[config.mk]
export PLATFORM = sky130hd
export DESIGN_NAME = lfsr_word_capture
export DESIGN_NICKNAME = d
export VERILOG_FILES = /design/src/rtl/lfsr_word_capture.sv
export SDC_FILE = /design/constraint.sdc
export NUM_CORES = 1
export LEC_CHECK = 0
export BUFFER_PORTS_ARGS = -buffer_cell sky130_fd_sc_hd__buf_2
export CAP_MARGIN = 15
export CELL_PAD_IN_SITES_DETAIL_PLACEMENT = 0
export CELL_PAD_IN_SITES_GLOBAL_PLACEMENT = 2
export CORE_UTILIZATION = 30
export CTS_BUF_LIST = sky130_fd_sc_hd__clkbuf_4 sky130_fd_sc_hd__clkbuf_8 sky130_fd_sc_hd__clkbuf_16
export CTS_CLUSTER_SIZE = 8
export DETAILED_ROUTE_END_ITERATION = 10
export PLACE_DENSITY = 0.84
export SYNTH_ARGS = -nofsm -noshare
export SYNTH_HDL_FRONTEND = slang
export SYNTH_SLANG_ARGS = --single-unit
export TNS_END_PERCENT = 1
[constraint.sdc]
create_clock -name clk_i -period 2.25 [get_ports clk_i]
set_clock_uncertainty 0.2 [all_clocks]
set_input_delay 0.3375 -clock clk_i [delete_from_list [all_inputs] [get_ports clk_i]]
set_output_delay 0.3375 -clock clk_i [all_outputs]
set_load 0.01 [all_outputs]
[src/rtl/lfsr_word_capture.sv]
// Serial-to-parallel capture of the LFSR chain output into valid/ready words with a saturating
// word count, sticky overrun flag and an optional 32-bit MISR (LFSR_CAPTURE_MISR_EN).
module lfsr_word_capture #(
  parameter int unsigned WORD_W = 32,
  parameter int unsigned CNT_W  = 16
) (
  input  logic              clk_i,
  input  logic              reset_ni,
  input  logic              en_i,
  input  logic              din_i,
  output logic [WORD_W-1:0] word_o,
  output logic              word_valid_o,
  input  logic              word_ready_i,
  output logic [CNT_W-1:0]  word_count_o,
  output logic              overrun_o
`ifdef LFSR_CAPTURE_MISR_EN
  ,
  output logic [31:0]       sig_o
`endif
);

  localparam int unsigned IdxW = $clog2(WORD_W);
  localparam logic [IdxW-1:0] LastIdx = IdxW'(WORD_W - 1);

  typedef enum logic [0:0] {StEmpty, StHold} out_state_e;

  out_state_e          state_q, state_d;
  logic [WORD_W-2:0]   shreg_q, shreg_d;
  logic [IdxW-1:0]     idx_q, idx_d;
  logic [WORD_W-1:0]   word_q, word_d;
  logic [CNT_W-1:0]    cnt_q, cnt_d;
  logic                overrun_q, overrun_d;
  logic [WORD_W-1:0]   new_word;
  logic                complete, load, drop;

  assign new_word = {shreg_q, din_i};
  assign complete = en_i && (idx_q == LastIdx);

  // State register
  always_ff @(posedge clk_i) begin
    if (!reset_ni) begin
      state_q   <= StEmpty;
      shreg_q   <= '0;
      idx_q     <= '0;
      word_q    <= '0;
      cnt_q     <= '0;
      overrun_q <= 1'b0;
    end else begin
      state_q   <= state_d;
      shreg_q   <= shreg_d;
      idx_q     <= idx_d;
      word_q    <= word_d;
      cnt_q     <= cnt_d;
      overrun_q <= overrun_d;
    end
  end

  // Next-state logic
  always_comb begin
    state_d   = state_q;
    shreg_d   = shreg_q;
    idx_d     = idx_q;
    load      = 1'b0;
    drop      = 1'b0;

    if (en_i) begin
      shreg_d = new_word[WORD_W-2:0];
      idx_d   = complete ? '0 : idx_q + IdxW'(1);
    end

    unique case (state_q)
      StEmpty: begin
        if (complete) begin
          load    = 1'b1;
          state_d = StHold;
        end
      end
      StHold: begin
        // A completion coinciding with consumption refills the holding register directly.
        if (complete && word_ready_i) begin
          load = 1'b1;
        end else if (complete) begin
          drop = 1'b1;
        end else if (word_ready_i) begin
          state_d = StEmpty;
        end
      end
      default: state_d = StEmpty;
    endcase

    word_d    = load ? new_word : word_q;
    cnt_d     = (load && (cnt_q != '1)) ? cnt_q + CNT_W'(1) : cnt_q;
    overrun_d = overrun_q | drop;
  end

  // Outputs
  always_comb begin
    word_valid_o = (state_q == StHold);
    word_o       = word_q;
    word_count_o = cnt_q;
    overrun_o    = overrun_q;
  end

`ifdef LFSR_CAPTURE_MISR_EN
  logic [31:0] sig_q, sig_d;
  logic [31:0] word32;

  assign word32 = 32'(new_word);

  always_comb begin
    sig_d = sig_q;
    if (load) begin
      sig_d = ({sig_q[30:0], 1'b0} ^ (sig_q[31] ? 32'h0040_0007 : 32'h0)) ^ word32;
    end
  end

  always_ff @(posedge clk_i) begin
    if (!reset_ni) begin
      sig_q <= '0;
    end else begin
      sig_q <= sig_d;
    end
  end

  assign sig_o = sig_q;
`endif

endmodule

==> run metrics, run 1 <==
Max VDD drop=0.368 mV; Final min period=2.09 ns; Mapped Cells=382; DR vias/cell=4.64; Final period util=92.9%; part of the Yosys area used for sequential elements=50.6%; Core Area=10900 um2; area of the multi-input gates=1580 um2; compound-gate portion of the synthesized area=9.00%; most frequent cells in the layout=dfxtp_1 (84), nand2_1 (83), buf_2 (54); Clock Tree Buf Depth=2; Min-Delay Endpoint=word_o[0]; DRC viols=0; largest net degree at the start of global routing=69; Critical Path Fanout Max=9; worst r2r dst=word_count_o[1]; vias in the first global route=2469; largest family of logic cells by synthesized area=simple AND/OR/NAND/NOR gates; Final Max Tran Viols=0; Routed met3 length=332 um; Crit-path slowest cell=nor4_4; Overflow after GRT=0; Primary FF master, synth=dfxtp_1; Setup Buffers After CTS=0; Worst-path clk slew=about 0.060 ns; DR WL/cell=12.4 um; reg-to-reg startpoint=word_count_o[0]; Seq. cell area=1720 um2; FF+latch count, synth=86; flop-to-flop setup slack=0.16 ns; f_max=479 MHz; Synth Area in Simple Gates=23.5%; EDFF count, synth=0; fillcell total=1142; status=finished clean; CTS tree=done; ys async rst share=0%; Setup crit end kind=register; Worst-Margin Slew=0.591 ns; DR pass1 iterations=4; commonest non-fill, non-tap cell in the layout=dfxtp_1; CP Launch Type=register; Synth Area in XOR/XNOR=0%; uppermost layer routed=met4; crit path cell chain=ha_1, nand4_1, nor4_4, a21oi_1, mux2i_1; first-pass GRT wire length=12100 um; clk sink count=86; Final Setup Violations=0; Mapped Avg Cell Area=8.91 um2; clk root buf=clkbuf_16; Power, Total=3220 uW; P_sw=680 uW; Max-Cap Viols=0; CTS Buf Count=9; syn nets=a little under 400; CP Class=reg2reg; Ys Warns=0; H-tree Lvls=3; Adder-Cell Fraction of Synth Area=1.10%; Sw Ratio=21.1%; Iter 0 DRT Violations=101; power share of the clock group=50.0%; Internal=roughly 2500 uW; I/O Pins=55; Worst Hold Depth=3; site row count=38; Critical Path AT=2.10 ns; Max stage delay on crit path=0.55 ns; Metal-1 WL=3680 um; Static Leak=around 0.0017 uW; Final Hold Viols=0; final core occ=between 30% and 40%; Fin Setup TNS=0 ns; Comb power frac=between 2 and 3%; Die X=109 um; Post-Place Worst Slack=between 0.0003 and 0.0004 ns; Min-Delay Path Class=in2reg; die area=about 12000 um2; clk_lat worst skew=0.33 ns; overall routed net length=7160 um; RSZ-0062 raised after global routing=false; initial antenna violation count=0; Final HPWL DP=~4700 um; layout cell share with drive strength beyond 1=about a fifth; overall routing resource usage=between 10% and 20%; final antenna-violating net count=0; area delta synth->final=23.2%; height of the die=109 um; Vias=about 2700; Starting Density=31.1%; routability-driven placement congestion ratio=0.778; synthesized cell area=3400 um2; cell count of the worst reg-to-reg path=5; Nets=440; worst slew margin relative to its limit=60.6%; post-synthesis mux area share=12.6%; Yosys cell types=36; setup ws final=0.160 ns; PortBufs=54; Critical Path RT=2.26 ns; Sequential Power Share=47.5%; WL met2=3080 um; Power Dens Cells=between 700 and 800 nW/um2; hold_sp=din_i; Inserted Diodes=0
==> routing by layer <==
layer | GRT usage (%) | vias to the layer above
li1 | - | 1404
met1 | 17.8 | 1210
met2 | 20.0 | 55
met3 | 3.62 | 8
met4 | 3.47 | 0
met5 | 0 | -
==> critical path: cells and delay by family, from the launching register on <==
kind                     cells  cell delay, ns
AO/OA/AOI/OAI                1            0.22
multiplexers                 1            0.16
AND/OR/NAND/NOR              2            0.77
adder cells (fa/ha/maj)      1            0.25
flip-flops                   1            0.37
==> power by group through the flow <==
stage | registers (uW) | logic [uW] | clock network, uW
floorplan | 1570 | 61.7 | 0
global placement | 1570 | 80.3 | 0
detailed placement | 1570 | 81.0 | 0
CTS | 1530 | 81.2 | 1670
global route | 1530 | 87.8 | 1730
finish | 1530 | 79.2 | 1610
==> flip-flops by register name (all words and copies together) (netlist names) <==
register,flops
idx_q,5
overrun_o,1
shreg_q,31
word_count_o,16
word_o,32
word_valid_o,1
==> cells by family after synthesis <==
logic type | Yosys count
DFF | 86
and+or+nand+nor | 168
buffers and inverters | 25
AOI/OAI and AO/OA | 57
muxes | 43
adders and majority gates | 3
==> worst max-delay path by stage <==
stage                     slack (ns)                to  cells past startpoint            start
after global placement          0.03  word_count_o[10]                      7         idx_q[0]
after detailed placement      0.0004  word_count_o[10]                      7         idx_q[0]
after global routing            0.02  word_count_o[10]                      7         idx_q[0]
after CTS                       0.06  word_count_o[10]                      7         idx_q[0]
after floorplan                 0.08  word_count_o[10]                      8         idx_q[0]
final                           0.16   word_count_o[1]                      5  word_count_o[0]
==> Yosys cell counts (2+ instances only) <==
cell	n	share of area, %
a211oi_1	2	0.44
a21oi_1	46	6.8
and2_1	2	0.37
and3_1	5	0.92
and4_1	3	0.77
buf_1	4	0.44
buf_2	3	0.44
clkbuf_1	14	1.5
dfxtp_1	86	51
ha_1	3	1.1
inv_1	2	0.22
mux2i_1	43	13
nand2_1	83	9.2
nand2b_1	11	2.0
nand3_1	4	0.59
nand4_1	4	0.73
nor2_1	38	4.2
nor2b_1	2	0.37
nor3_1	3	0.44
nor4_1	2	0.37
o21ai_0	3	0.44
o31ai_1	3	0.66
or3_1	2	0.37
or4_1	2	0.44
==> final cells by class <==
type	instances	area share, %
repair buffers	62	9.07
well taps	140	4.18
clock buffers	9	5.37
flip-flops and latches	86	41.1
multi-input cells	271	37.6
inverters	2	0.179
clock inverters	7	2.45
==> metrics by stage <==
step           cell area, um2  cells  hold WS [ns]
6_report                 4190    577        0.0667
5_1_grt                  4190    577        0.0630
4_1_cts                  4190    577        0.0568
3_5_place_dp             3860    561         0.247
3_3_place_gp             3860    561         0.243
2_1_floorplan            3400    382         0.231
==> repair_timing <==
item	CTS	global route
endpoints found under the setup margin	4	11
pin swaps	0	0
hold buffers	0	0
gates resized for setup	1	3
(Power assumes the default switching activity.)
==> run 2: changes to the inputs <==
--- a/config.mk
+++ b/config.mk
@@ -9,6 +9,7 @@
 export CAP_MARGIN = 15
 export CELL_PAD_IN_SITES_DETAIL_PLACEMENT = 0
 export CELL_PAD_IN_SITES_GLOBAL_PLACEMENT = 2
+export CORE_ASPECT_RATIO = 0.6
 export CORE_UTILIZATION = 30
 export CTS_BUF_LIST = sky130_fd_sc_hd__clkbuf_4 sky130_fd_sc_hd__clkbuf_8 sky130_fd_sc_hd__clkbuf_16
 export CTS_CLUSTER_SIZE = 8
==> run 2 against run 1 <==
  * Total power down 3.8%
  * Clock power down 8%
  * Global-route usage up 0.98 points
  * Core utilization up 0.40 points
  * Non-clock buffer count up 6
  * Worst setup slack better by 0.0064 ns
  * Cell area about the same
  * Critical path depth up 2
  * Cell count up 0.87%
==> run metrics, run 2 (synthesized netlist as in run 1, its figures left out) <==
first-pass GRT wire length=12900 um (was 12100 um); Max-Cap Viols=0 (unchanged); DR WL/cell=13.3 um (was 12.4 um); Setup crit end kind=register (unchanged); f_max=480 MHz (was 479 MHz); CTS Buf Count=9 (unchanged); Critical Path Fanout Max=6 (was 9); area delta synth->final=23.1% (was 23.2%); routability-driven placement congestion ratio=0.756 (was 0.778); Min-Delay Endpoint=word_o[0] (unchanged); Vias=2733 (was 2677); H-tree Lvls=3 (unchanged); Final Hold Viols=0 (unchanged); clk root buf=clkbuf_16 (unchanged); number of flip-flops under the largest register name=32 (unchanged); Min Hold Slack=0.0641 ns (was 0.0667 ns); Critical Path RT=2.32 ns (was 2.26 ns); Final Setup Violations=0 (unchanged); RSZ-0062 raised after global routing=false (unchanged); worst slew margin relative to its limit=70.4% (was 60.6%); DR pass1 iterations=4 (unchanged); Worst Hold Depth=3 (unchanged); clk_lat worst skew=0.34 ns (was 0.33 ns); Critical Path AT=2.16 ns (was 2.10 ns); Overflow after GRT=0 (unchanged); reg-to-reg startpoint=idx_q[1] (was word_count_o[0]); DRC viols=0 (unchanged); most frequent cells in the layout=dfxtp_1 (84), nand2_1 (83), buf_2 (54) (unchanged); initial antenna violation count=0 (unchanged); Final period util=92.6% (was 92.9%); layout cell share with drive strength beyond 1=21.2% (was 19.7%); Final Max Tran Viols=0 (unchanged); clk sink count=86 (unchanged); CTS tree=done (unchanged); DR vias/cell=4.70 (was 4.64); Die X=140 um (was 109 um); Power Dens Cells=740 nW/um2 (was 769 nW/um2); flop-to-flop setup slack=0.17 ns (was 0.16 ns); Worst-Margin Slew=0.444 ns (was 0.591 ns); site row count=29 (was 38); Static Leak=0.00172 uW (about the same); height of the die=84.5 um (was 109 um); Min-Delay Path Class=in2reg (unchanged); final antenna-violating net count=0 (unchanged); Starting Density=31.5% (was 31.1%); Worst-path clk slew=0.06 ns (about the same); Max VDD drop=0.388 mV (was 0.368 mV); Final min period=2.08 ns (was 2.09 ns); commonest non-fill, non-tap cell in the layout=dfxtp_1 (unchanged); CP Launch Type=register (unchanged); Iter 0 DRT Violations=180 (was 101); Clock Tree Buf Depth=2 (unchanged); PortBufs=54 (unchanged); die area=11800 um2 (about the same); worst r2r dst=word_count_o[13] (was word_count_o[1]); Hold-fix buffers, CTS=0 (unchanged); Nets=446 (was 440); overall routing resource usage=14.0% (was 13.0%); status=finished clean (unchanged); cell count of the worst reg-to-reg path=7 (was 5); largest net degree at the start of global routing=77 (was 69); hold_sp=din_i (unchanged); Core Area=10800 um2 (was 10900 um2); I/O Pins=55 (unchanged); overall routed net length=7720 um (was 7160 um); vias in the first global route=2552 (was 2469); CP Class=reg2reg (unchanged); Inserted Diodes=0 (unchanged); Final HPWL DP=5300 um (was 4680 um); final core occ=38.8% (was 38.4%)
run 2: cell types whose count changed in the layout (fill, tap and decap cells not counted), sizes merged:
cell	previous run	this run
bufinv	2	1
clkinvlp	0	4
clkinv	2	1
buf	62	68
inv	5	3
run 2: critical path: stages, from the launching register on:
cell	delay [ns]
dfxtp_2	0.34
ha_2	0.17
and3_1	0.16
ha_1	0.16
and2_4	0.20
nand3_4	0.11
or4_1	0.53
a21oi_1	0.14
run 2: how the worst max path moves through the flow:
stage,start,end,slack [ns],cells after the start
after floorplan,idx_q[0],word_count_o[10],0.08,8
after detailed placement,idx_q[1],word_count_o[10],-0.05,7
final,idx_q[1],word_count_o[13],0.17,7
after CTS,word_count_o[0],word_count_o[1],0.04,5
after global routing,idx_q[1],word_count_o[10],0.03,7
after global placement,idx_q[1],word_count_o[10],0.02,7
run 2: routing by layer:
layer / GRT usage, % / share of wire, %
met1: 19.7 / 55
met2: 19.1 / 38
met3: 5.99 / 5.1
met4: 3.90 / 1.2
met5: 0 / 0
run 2: power by group:
| group | switching, uW | internal [uW] |
|---|---|---|
| Sequential | 3.75 | 1530 |
| Clock | 623 | 861 |
| Combinational | 53.1 | 32.1 |
| Total | 680 | 2420 |
run 2: area by class of cell:
cell class / count / area (um2)
clock buffers: 9 / 225
well taps: 139 / 174
fillers: 1131 / 6620
inverters: 2 / 7.51
clock inverters: 7 / 73.8
repair buffers: 68 / 400
flip-flops and latches: 86 / 1720
multi-input cells: 271 / 1590
run 2: repair_timing:
item	in CTS	in global routing
setup endpoints to repair	4	27
pin swaps	0	3
resized for setup	1	5
buffers inserted	0	1
run 2: through the flow:
step | std cells | area [um2] | power (uW) | TNS (ns) | worst slack, ns
after floorplan | 382 | 3400 | 1630 | 0 | 0.0832
after global placement | 565 | 3870 | 1650 | 0 | 0.0203
after detailed placement | 565 | 3870 | 1650 | -0.0742 | -0.0484
after CTS | 581 | 4170 | 3150 | 0 | 0.0363
after global routing | 582 | 4190 | 3230 | 0 | 0.0285
final | 582 | 4190 | 3100 | 0 | 0.167
==> run 3: changes to the inputs <==
--- a/config.mk
+++ b/config.mk
@@ -14,6 +14,7 @@
 export CTS_BUF_LIST = sky130_fd_sc_hd__clkbuf_4 sky130_fd_sc_hd__clkbuf_8 sky130_fd_sc_hd__clkbuf_16
 export CTS_CLUSTER_SIZE = 8
 export DETAILED_ROUTE_END_ITERATION = 10
+export MAX_ROUTING_LAYER = met4
 export PLACE_DENSITY = 0.84
 export SYNTH_ARGS = -nofsm -noshare
 export SYNTH_HDL_FRONTEND = slang
==> run 3 against run 2 <==
  * Non-clock buffer count is the same
  * Worst hold slack is essentially flat
  * Cell area is the same
  * Via count grew 0.22%
  * Cell count is the same
  * Sequential share of layout area is the same
  * Sequential power is essentially flat
==> run metrics, run 3 (synthesized netlist as in run 1, its figures left out) <==
Die X=140 um (unchanged); Static Leak=0.00172 uW (unchanged); Critical Path AT=2.15 ns (was 2.16 ns); Layout Cells excl Fill=582 (unchanged); worst slew margin relative to its limit=69.9% (was 70.4%); layout cell share with drive strength beyond 1=21.2% (unchanged); Final period util=92.7% (was 92.6%); vias in the first global route=2558 (was 2552); clk root buf=clkbuf_16 (unchanged); flop-to-flop setup slack=0.16 ns (was 0.17 ns); Min-Delay Path Class=in2reg (unchanged); post-route cell area=4190 um2 (unchanged); DRC viols=0 (unchanged); Min Hold Slack=0.0636 ns (was 0.0641 ns); Worst-Margin Slew=0.451 ns (was 0.444 ns); H-tree Lvls=3 (unchanged); Power Dens Cells=740 nW/um2 (about the same); f_max=480 MHz (about the same); Max-Cap Viols=0 (unchanged); CTS Buf Count=9 (unchanged); Iter 0 DRT Violations=168 (was 180); Critical Path RT=2.32 ns (about the same); DR pass1 iterations=4 (unchanged); final antenna-violating net count=0 (unchanged); Seq. cell area=1720 um2 (unchanged); Sequential Power Share=49.4% (about the same); Core Area=10800 um2 (unchanged); most frequent cells in the layout=dfxtp_1 (84), nand2_1 (83), buf_2 (54) (unchanged); Worst-path clk slew=0.06 ns (about the same); CP Class=reg2reg (unchanged); Starting Density=31.5% (unchanged); initial antenna violation count=0 (unchanged); Crit-path slowest cell=nor4b_1 (was or4_1); Min-Delay Endpoint=word_o[0] (unchanged); height of the die=84.5 um (unchanged); crit path cell chain=ha_2, and3_1, ha_1, and2_4, nand3_4, nor4b_1, mux2i_1 (was ha_2, and3_1, ha_1, and2_4, nand3_4, or4_1, a21oi_1); site row count=29 (unchanged); placed instance area=3870 um2 (unchanged); Vias=2739 (was 2733); cell count of the worst reg-to-reg path=7 (unchanged); Max VDD drop=0.387 mV (was 0.388 mV); number of flip-flops under the largest register name=32 (unchanged); Setup crit end kind=register (unchanged); DR WL/cell=13.2 um (was 13.3 um); PortBufs=54 (unchanged); first-pass GRT wire length=12900 um (about the same); Final Max Tran Viols=0 (unchanged); commonest non-fill, non-tap cell in the layout=dfxtp_1 (unchanged); clk_lat worst skew=0.34 ns (about the same); overall routing resource usage=14.4% (was 14.0%); status=finished clean (unchanged); Sw Ratio=21.9% (about the same); Nets=446 (unchanged); die area=11800 um2 (unchanged); DR vias/cell=4.71 (was 4.70); I/O Pins=55 (unchanged); routability-driven placement congestion ratio=0.766 (was 0.756); Max stage delay on crit path=0.44 ns (was 0.53 ns); Final Hold Viols=0 (unchanged); Comb power frac=2.7% (about the same); area of the multi-input gates=1590 um2 (unchanged); hold_sp=din_i (unchanged); CTS tree=done (unchanged); area delta synth->final=23.1% (unchanged); Overflow after GRT=0 (unchanged); clk sink count=86 (unchanged); Final HPWL DP=5300 um (unchanged); Final Setup Violations=0 (unchanged); worst r2r dst=word_count_o[9] (was word_count_o[13]); Critical Path Fanout Max=6 (unchanged); Clock Tree Buf Depth=2 (unchanged); Worst Hold Depth=3 (unchanged); largest net degree at the start of global routing=77 (unchanged); overall routed net length=7680 um (was 7720 um); Internal=2420 uW (about the same); CP Launch Type=register (unchanged); reg-to-reg startpoint=idx_q[1] (unchanged); final core occ=38.8% (unchanged); power share of the clock group=47.9% (about the same); RSZ-0062 raised after global routing=false (unchanged); P_sw=680 uW (about the same); Final min period=2.09 ns (was 2.08 ns); fillcell total=1131 (unchanged); Inserted Diodes=0 (unchanged); DP Cell Count=565 (unchanged)
run 3: power by group through the flow:
stage / registers (uW) / logic, uW / clock network [uW]
after floorplan: 1570 / 61.7 / 0
after global placement: 1570 / 84.9 / 0
after detailed placement: 1570 / 85.8 / 0
after CTS: 1530 / 86.1 / 1530
after global routing: 1530 / 94.0 / 1600
final: 1530 / 85.2 / 1480
run 3: area by class of cell:
type	instances	share of cell area (%)
clock buffer	9	5.37
clock inverter	7	1.76
inverter	2	0.179
multi-input combinational	271	37.8
sequential	86	41.1
tap	139	4.15
timing repair buffer	68	9.56
run 3: critical path: cells and delay by family (launching register included):
kind,cells,cell delay [ns]
and+or+nand+nor,4,0.91
adders and majority gates,2,0.33
muxes,1,0.23
DFF,1,0.34
run 3: layer usage:
metal  up-vias  GRT usage (%)  share of wire, %
met5         -              -                 0
li1       1417              -                 -
met2        45           19.2                39
met3         9           5.70               4.8
met4         0           3.90               1.0
met1      1268           19.7                55
run 3: worst max path at each step:
stage	from	end	slack, ns	cells after the start
after floorplan	idx_q[0]	word_count_o[10]	0.08	8
after global placement	idx_q[1]	word_count_o[10]	0.02	7
after detailed placement	idx_q[1]	word_count_o[10]	-0.05	7
after CTS	word_count_o[0]	word_count_o[1]	0.04	5
after global routing	idx_q[1]	word_count_o[10]	0.03	7
final	idx_q[1]	word_count_o[9]	0.16	7
run 3: per-stage QoR:
step	power, uW	TNS (ns)	worst slack (ns)
final	3100	0	0.165
after global routing	3230	0	0.0285
after floorplan	1630	0	0.0832
after detailed placement	1650	-0.0742	-0.0484
after CTS	3150	0	0.0363
after global placement	1650	0	0.0203
run 3: what timing repair did:
| action | in CTS | in global routing |
|---|---|---|
| setup endpoints to repair | 4 | 27 |
| gates resized for setup | 1 | 5 |
| setup buffers | 0 | 1 |
| pin swaps | 0 | 3 |
| hold buffers | 0 | 0 |
